File: src/rtl/adder_1b_if.sv
// Bundle of the full adder's operand, control and result signals.
// The master side (test driver or surrounding datapath) drives the operand
// bits and registered-path controls; the slave side (the adder) returns the
// combinational sum/carry and the registered serial state.
interface adder_1b_if #(
  parameter int COUNT_W = 8
);

  logic               a;
  logic               b;
  logic               c_in;
  logic               en;
  logic               serial;
  logic               clr_carry;

  logic               sum;
  logic               c_out;
  logic               sum_q;
  logic               carry_q;
  logic [COUNT_W-1:0] ops_count;

  modport master (
    output a,
    output b,
    output c_in,
    output en,
    output serial,
    output clr_carry,
    input  sum,
    input  c_out,
    input  sum_q,
    input  carry_q,
    input  ops_count
  );

  modport slave (
    input  a,
    input  b,
    input  c_in,
    input  en,
    input  serial,
    input  clr_carry,
    output sum,
    output c_out,
    output sum_q,
    output carry_q,
    output ops_count
  );

endinterface

File: src/rtl/adder_1b.sv
// 1-bit full adder with two faces:
//  - a purely combinational sum/carry leaf, usable as a ripple-carry cell;
//  - a registered bit-serial adder that consumes multi-bit operands LSB-first,
//    one bit per enabled clock, feeding its own carry back between bits.
// A saturating counter records how many enabled add cycles have happened.
module adder_1b #(
  parameter int COUNT_W = 8
) (
  input logic         clk,
  input logic         rst_n,
  adder_1b_if.slave   add_io
);

  localparam logic [COUNT_W-1:0] COUNT_MAX = {COUNT_W{1'b1}};
  localparam logic [COUNT_W-1:0] COUNT_ONE = COUNT_W'(1);

  logic               sum_q;
  logic               sum_d;
  logic               carry_q;
  logic               carry_d;
  logic [COUNT_W-1:0] count_q;
  logic [COUNT_W-1:0] count_d;
  logic               cin_eff;

  // Combinational leaf: independent of clock, reset and the registered controls.
  always_comb begin
    add_io.sum   = add_io.a ^ add_io.b ^ add_io.c_in;
    add_io.c_out = (add_io.a & add_io.b) |
                   (add_io.a & add_io.c_in) |
                   (add_io.b & add_io.c_in);
  end

  // Next state of the registered path: carry clear wins over an enabled add, otherwise hold.
  always_comb begin
    sum_d   = sum_q;
    carry_d = carry_q;
    count_d = count_q;
    cin_eff = add_io.serial ? carry_q : add_io.c_in;

    if (add_io.clr_carry) begin
      carry_d = 1'b0;
    end else if (add_io.en) begin
      sum_d   = add_io.a ^ add_io.b ^ cin_eff;
      carry_d = (add_io.a & add_io.b) |
                (add_io.a & cin_eff) |
                (add_io.b & cin_eff);
      if (count_q != COUNT_MAX) begin
        count_d = count_q + COUNT_ONE;
      end
    end
  end

  // Registered state; reset clears everything immediately, independent of the clock.
  always_ff @(posedge clk or negedge rst_n) begin
    if (!rst_n) begin
      sum_q   <= 1'b0;
      carry_q <= 1'b0;
      count_q <= '0;
    end else begin
      sum_q   <= sum_d;
      carry_q <= carry_d;
      count_q <= count_d;
    end
  end

  assign add_io.sum_q     = sum_q;
  assign add_io.carry_q   = carry_q;
  assign add_io.ops_count = count_q;

endmodule

File: src/flat_wrapper.sv
// flat-port wrapper written by rule: the top's interface ports become plain ports
module adder_1b_flat 
#(
  parameter int COUNT_W = 8
)
  (clk, rst_n, add_io_a, add_io_b, add_io_c_in, add_io_en, add_io_serial, add_io_clr_carry, add_io_sum, add_io_c_out, add_io_sum_q, add_io_carry_q, add_io_ops_count);
  adder_1b_if #(.COUNT_W(COUNT_W)) add_io_i ();
  input logic clk;
  input logic rst_n;
  input wire logic [$bits(add_io_i.a)-1:0] add_io_a;
  input wire logic [$bits(add_io_i.b)-1:0] add_io_b;
  input wire logic [$bits(add_io_i.c_in)-1:0] add_io_c_in;
  input wire logic [$bits(add_io_i.en)-1:0] add_io_en;
  input wire logic [$bits(add_io_i.serial)-1:0] add_io_serial;
  input wire logic [$bits(add_io_i.clr_carry)-1:0] add_io_clr_carry;
  output wire logic [$bits(add_io_i.sum)-1:0] add_io_sum;
  output wire logic [$bits(add_io_i.c_out)-1:0] add_io_c_out;
  output wire logic [$bits(add_io_i.sum_q)-1:0] add_io_sum_q;
  output wire logic [$bits(add_io_i.carry_q)-1:0] add_io_carry_q;
  output wire logic [$bits(add_io_i.ops_count)-1:0] add_io_ops_count;
  assign add_io_i.a = add_io_a;
  assign add_io_i.b = add_io_b;
  assign add_io_i.c_in = add_io_c_in;
  assign add_io_i.en = add_io_en;
  assign add_io_i.serial = add_io_serial;
  assign add_io_i.clr_carry = add_io_clr_carry;
  assign add_io_sum = add_io_i.sum;
  assign add_io_c_out = add_io_i.c_out;
  assign add_io_sum_q = add_io_i.sum_q;
  assign add_io_carry_q = add_io_i.carry_q;
  assign add_io_ops_count = add_io_i.ops_count;
  adder_1b #(.COUNT_W(COUNT_W)) u_core (.clk(clk), .rst_n(rst_n), .add_io(add_io_i));
endmodule
File: config.mk
export PLATFORM = sky130hd
export DESIGN_NAME = adder_1b_flat
export DESIGN_NICKNAME = d
export VERILOG_FILES = /design/src/rtl/adder_1b_if.sv /design/src/rtl/adder_1b.sv /design/src/flat_wrapper.sv
export SDC_FILE = /design/constraint.sdc
export NUM_CORES = 1
export LEC_CHECK = 0
export CAP_MARGIN = 20
export CELL_PAD_IN_SITES_DETAIL_PLACEMENT = 2
export CELL_PAD_IN_SITES_GLOBAL_PLACEMENT = 2
export CORE_MARGIN = 2
export CORE_UTILIZATION = 29
export DETAILED_ROUTE_END_ITERATION = 7
export GPL_ROUTABILITY_DRIVEN = 0
export GPL_TIMING_DRIVEN = 1
export PLACE_DENSITY = 0.85
export SLEW_MARGIN = 10
export SYNTH_ARGS = -nofsm -noshare
export SYNTH_HDL_FRONTEND = slang
export SYNTH_SLANG_ARGS = --single-unit
export TNS_END_PERCENT = 10
File: constraint.sdc
create_clock -name clk -period 4.3 [get_ports clk]
set_clock_uncertainty 0.1 [all_clocks]
set_input_delay 0.43 -clock clk [delete_from_list [all_inputs] [get_ports clk]]
set_output_delay 0.43 -clock clk [all_outputs]
set_load 0.02 [all_outputs]
==> qor.csv, run 1 <==
stage;metric;value;unit
layout;syn_to_final_growth;43.39;%
synth;synth.avg_cell_area;12.62;um^2
timing;max_slew.worst_pin.slew;0.4957;ns
timing;fin_tns_setup;0;ns
detailed_routing;wl_per_cell;15.59;um
setup_path;r2r-end;u_core.add_io.ops_count[1];
setup_path;rr_worst_depth;5;
timing;setup_violations;0;
setup_path;r2r_setup_slack;2.61;ns
layout;n_antenna_cell;0;
clock_tree;cts_buffer_depth;2;
global_route;grt_pass1_wl;2518;um
synth;synthArstFlopShare;1.000;
synth;synth.top_cell.area_share;0.4405;
setup_path;end_kind;output pin;
synth;netlist.top_cell.by_area;dfrtp_1;
setup_path;worstSetupStartpointType;input port;
setup_path;r2r_start;u_core.add_io.ops_count[0];
clock_tree;clkTransAtPathRegs;0.07;ns
setup_path;crit_type;input port to output pin;
timing;grt_setup_unrepaired;no;
floorplanning;die_h;48.26;um
synth;synth.net_count;56;
detailed_routing;drt_iter0_markers;1;
clock_tree;post_cts_buffers;0;
power_and_ir_drop;power.density;537.8;mW/mm^2
detailed_routing;drcViolationCount;0;
hold_path;hold_path.class;input port to asynchronous set/reset pin;
synth;synthCells;45;
setup_path;worst-path-max-fanout;2;
setup_path;cp_cell_sequence;clkdlybuf4s50_1 > fa_1 > clkdlybuf4s50_1;
detailed_routing;drtAntennaViolNets;0;
power_and_ir_drop;p_leak;0.3216;nW
outcome;status;completed;
layout;drive_above_1_share;0.2239;
setup_path;crit_arrival;2.05;ns
synth;yosys_warnings;0;
setup_path;cpPeakStageDelay;0.60;ns
setup_path;crit_top_cell;clkdlybuf4s50_1;
synth;synthTopCellsByCount;10 x dfrtp_1, 4 x nor2_1;
detailed_routing;vias_per_cell;4.798;
synth;yosys_register_bits;10;
clock_tree;clockRootBuffer;clkbuf_4;
floorplanning;core;0.001902;mm^2
floorplanning;rows;16;
synth;ys_seq_area_frac;0.4405;
clock_tree;cts_buffers;3;
layout;final_core_util;0.4283;
clock_tree;cts.sinks;10;
floorplanning;initial_core_util;0.2987;
detailed_routing;vias;451;
detailed_routing;drt_wl_total;1465;um
setup_path;critPathRequiredTime;3.77;ns
run;maxCapViolCount;0;
timing;relSlewSlack;0.6685;
synth;ys_top_cells_by_area;dfrtp_1 44%, fa_1 7.0%, mux2_2 5.9%, mux2_4 5.3%, nor2b_4 4.8%;
timing;maxSlewViolCount;0;
timing;clock.fmax;387.9;MHz
clock_tree;post_cts_resized;0;
global_route;grt_pass1_vias;499;
synth;synthFlopType;dfrtp_1;
layout;nets;80;
placed_design;hpwl;1173;um
timing;finalHoldViolCount;0;
clock_tree;clkLatencyLatePin;0.26;ns
global_route;overflow;0;
timing;finalCritPeriodShare;0.5995;
clock_tree;postCtsHoldBufs;0;
power_and_ir_drop;ir_worst_vdd;0.2291;mV
clock_tree;h-tree-depth;1;
global_route;grt_max_degree;11;
synth;synth_cell_types;20;
setup_path;cp_slowest_cell;clkdlybuf4s50_1;
synth;syn_area;568.0;um^2
global_route;track_usage;0.1665;
floorplanning;dieArea;0.002329;mm^2
synth;synth_edf_count;0;
placed_design;portBuffers;19;
global_route;antenna_found_initial;0;
timing;layout_min_cycle_time;2.578;ns
synth;yosysMostFrequentCell;dfrtp_1;
clock_tree;tritoncts;yes;
floorplanning;die_w;48.26;um
floorplanning;ios;20;
detailed_routing;drtPass1Iterations;4;
[per-stage QoR]
step,setup slack (ns),hold slack (ns),std cells,power [mW],cell area [um^2]
floorplan,2.623,0.03441,45,0.2765,568.0
global placement,1.755,0.3962,91,0.3682,792.0
detailed placement,1.702,0.4187,91,0.3790,792.0
CTS,1.709,0.4108,94,0.4466,814.5
global route,1.676,0.4216,94,0.4730,814.5
finish,1.722,0.3984,94,0.4381,814.5
[cell families (layout without fill, tap and decap cells)]
kind of cell    count (synthesis)  count (layout)  synth area share
compound gates                  4               4           0.03964
xor+xnor                        2               2           0.03084
fa+ha+maj                       3               3           0.09251
buf+inv                         0              22                 0
flops                          10              10            0.4405
mux                             6               6            0.1300
simple gates                   20              20            0.2665
[layer usage]
metal,up-vias,routed length [um],global-route usage,share of wire
met5,-,0,0,0
met4,0,29,0.08108,0.020
met3,4,35,0.03704,0.024
met2,13,729,0.2500,0.50
met1,227,670,0.2250,0.46
li1,207,-,-,-
[placed cells by master, fill, tap and decap left out, drive strengths merged]
cell type	netlist	routed
o21a	1	1
or2b	1	1
a21oi	3	3
and4	3	3
clkbuf	0	3
nand4	3	3
ha	1	1
nand2b	1	1
nor2b	2	2
nand3	2	2
nand2	3	3
xnor2	2	2
dfrtp	10	10
nor2	4	4
mux2	5	5
clkdlybuf4s50	0	19
nand3b	1	1
fa	2	2
mux2i	1	1
[registers in the layout, indices dropped and copies added (netlist names)]
register,cells
u_core.add_io.ops_count,8
u_core.add_io.sum_q,1
u_core.add_io.carry_q,1
[power breakdown]
part / internal (mW) / switching [mW]
registers: 0.125 / 0.0536
logic: 0.103 / 0.0905
clock network: 0.0323 / 0.0328
[critical path, delay by kind of cell]
family                   cells  cell delay, ns
adder cells (fa/ha/maj)      1            0.55
buffers and inverters        2            1.06
[layout make-up]
cell class              instances  area [um^2]
multi-input cells              35        317.8
flip-flops and latches         10        250.2
well taps                      27        33.78
fillers                       202         1087
repair buffers                 19        190.2
clock buffers                   3        22.52
[worst max path at each step]
stage	from	endpoint	slack (ns)
floorplan	u_core.add_io.ops_count[0]	u_core.add_io.ops_count[1]	2.62
global placement	add_io_b	add_io_sum	1.76
detailed placement	add_io_c_in	add_io_sum	1.70
CTS	add_io_c_in	add_io_sum	1.71
global route	add_io_b	add_io_sum	1.68
finish	add_io_c_in	add_io_sum	1.72
(Power assumes the default switching activity.)
==> run 2, diff against run 1 <==
CORE_UTILIZATION = 27   (was 29)
PLACE_DENSITY = 0.8   (was 0.85)
clock period = 2.5 ns   (was 4.3 ns; I/O delays follow)
==> run 2 against run 1 <==
Register-to-register slack got worse by 1.8 ns; clock power rose by 69%; critical path depth unchanged; die area increased by 6.8%; utilization down 1.7 points; worst hold slack got worse by 0.19 ns; sequential power is 73% higher; critical endpoint unchanged; setup slack got worse by 1.4 ns.
==> qor.csv, run 2 (synthesis results as in run 1) <==
stage;metric;value;unit
timing;maxSlewViolCount;0;
setup_path;crit_top_cell;clkdlybuf4s50_1;
clock_tree;post_cts_resized;0;
timing;whs;0.2114;ns
layout;final_common_cell;clkdlybuf4s50_1;
setup_path;worst-path-max-fanout;2;
setup_path;critPathRequiredTime;2.15;ns
hold_path;hold_path.class;input port to asynchronous set/reset pin;
detailed_routing;vias;460;
clock_tree;clockRootBuffer;clkbuf_4;
timing;finalCritPeriodShare;0.8766;
placed_design;place_area;792.0;um^2
setup_path;worstSetupStartpoint;add_io_b;
clock_tree;cts.sinks;10;
detailed_routing;drtAntennaViolNets;0;
global_route;track_usage;0.1339;
layout;nets;80;
power_and_ir_drop;power_frac_clock;0.146;
timing;setup_violations;0;
layout;final_core_util;0.4110;
timing;grt_setup_unrepaired;no;
layout;drive_above_1_share;0.2239;
layout;final_cell_mix;19 x clkdlybuf4s50_1, 10 x dfrtp_1, 4 x nor2_1;
timing;timing.final.ws_setup;0.3085;ns
clock_tree;tritoncts;yes;
floorplanning;rows;16;
clock_tree;cts_buffer_depth;2;
power_and_ir_drop;switchingPower;0.3022;mW
floorplanning;initial_core_util;0.2866;
outcome;status;completed;
detailed_routing;wl_per_cell;14.93;um
layout;syn_to_final_growth;43.39;%
setup_path;worstSetupStartpointType;input port;
layout;n_antenna_cell;0;
power_and_ir_drop;intPower;0.4494;mW
power_and_ir_drop;comb_power_share;0.443;
setup_path;end_kind;output pin;
global_route;grt_pass1_vias;513;
floorplanning;die_h;49.87;um
detailed_routing;drtPass1Iterations;1;
setup_path;r2r_start;u_core.add_io.ops_count[0];
power_and_ir_drop;seq_power_share;0.411;
layout;final_cell_area;814.5;um^2
timing;max_slew.worst_pin.slew;0.4820;ns
floorplanning;die_w;49.87;um
run;maxCapViolCount;0;
setup_path;crit_arrival;1.84;ns
global_route;grt_max_degree;11;
global_route;grt_pass1_wl;2484;um
timing;layout_min_cycle_time;2.192;ns
power_and_ir_drop;swShare;0.4021;
timing;finalHoldViolCount;0;
timing;clock.fmax;456.3;MHz
clock_tree;post_cts_buffers;0;
placed_design;dpl_worst_slack;0.2916;ns
placed_design;hpwl;1076;um
floorplanning;dieArea;0.002487;mm^2
layout;stdcell_count;94;
setup_path;cp_slowest_cell;clkdlybuf4s50_1;
clock_tree;cts_buffers;3;
detailed_routing;drcViolationCount;0;
setup_path;cp_cell_sequence;clkdlybuf4s50_1 > fa_1 > clkdlybuf4s50_1;
power_and_ir_drop;p_leak;0.3216;nW
layout;largest_register_ffs;8;
detailed_routing;vias_per_cell;4.894;
global_route;antenna_found_initial;0;
clock_tree;postCtsHoldBufs;0;
clock_tree;h-tree-depth;1;
detailed_routing;drt_iter0_markers;0;
power_and_ir_drop;p_total;0.7516;mW
power_and_ir_drop;ir_worst_vdd;0.4936;mV
clock_tree;clkTransAtPathRegs;0.06;ns
global_route;overflow;0;
floorplanning;ios;20;
clock_tree;clkLatencyLatePin;0.26;ns
floorplanning;core;0.001982;mm^2
power_and_ir_drop;power.density;922.8;mW/mm^2
placed_design;placedCellCount;91;
layout;nFillCells;207;
timing;fin_tns_setup;0;ns
setup_path;cpPeakStageDelay;0.59;ns
timing;relSlewSlack;0.6777;
detailed_routing;drt_wl_total;1403;um
setup_path;crit_type;input port to output pin;
placed_design;portBuffers;19;
[run 2: cell counts in the layout (fill, tap and decap cells not counted)]
No cell type changed its count.
[run 2: final cells by class]
type | count | area [um^2] | share of cell area
sequential | 10 | 250.2 | 0.3072
timing repair buffer | 19 | 190.2 | 0.2335
clock buffer | 3 | 22.52 | 0.02765
multi-input combinational | 35 | 317.8 | 0.3902
tap | 27 | 33.78 | 0.04147
[run 2: routing by layer]
layer  share of wire  track usage
met1            0.46       0.1797
met2            0.46       0.2000
met3           0.057      0.03030
met4           0.022      0.06944
met5               0            0
[run 2: path summary, 6_finish.rpt]
check                                        endpoint  slack (ns)  depth (start not counted)
min reg2reg                       u_core.add_io.sum_q        0.41                          1
min                        u_core.add_io.ops_count[4]        0.21                          1
min in group clk                  u_core.add_io.sum_q        0.41                          1
max in group asynchronous  u_core.add_io.ops_count[3]        1.77                          1
max                                        add_io_sum        0.31                          3
max reg2reg                u_core.add_io.ops_count[1]        0.82                          5
[run 2: worst max-delay path: cells and delay by family]
| kind | cells | cell delay [ns] |
|---|---|---|
| adders and majority gates | 1 | 0.52 |
| buffers and inverters | 2 | 1.06 |
[run 2: power by group through the flow]
stage	Combinational (mW)	Sequential, mW	Clock, mW
2_1_floorplan	0.119	0.356	0
3_3_place_gp	0.330	0.307	0
3_5_place_dp	0.335	0.309	0
4_1_cts	0.339	0.309	0.115
5_1_grt	0.361	0.322	0.121
6_report	0.333	0.309	0.110
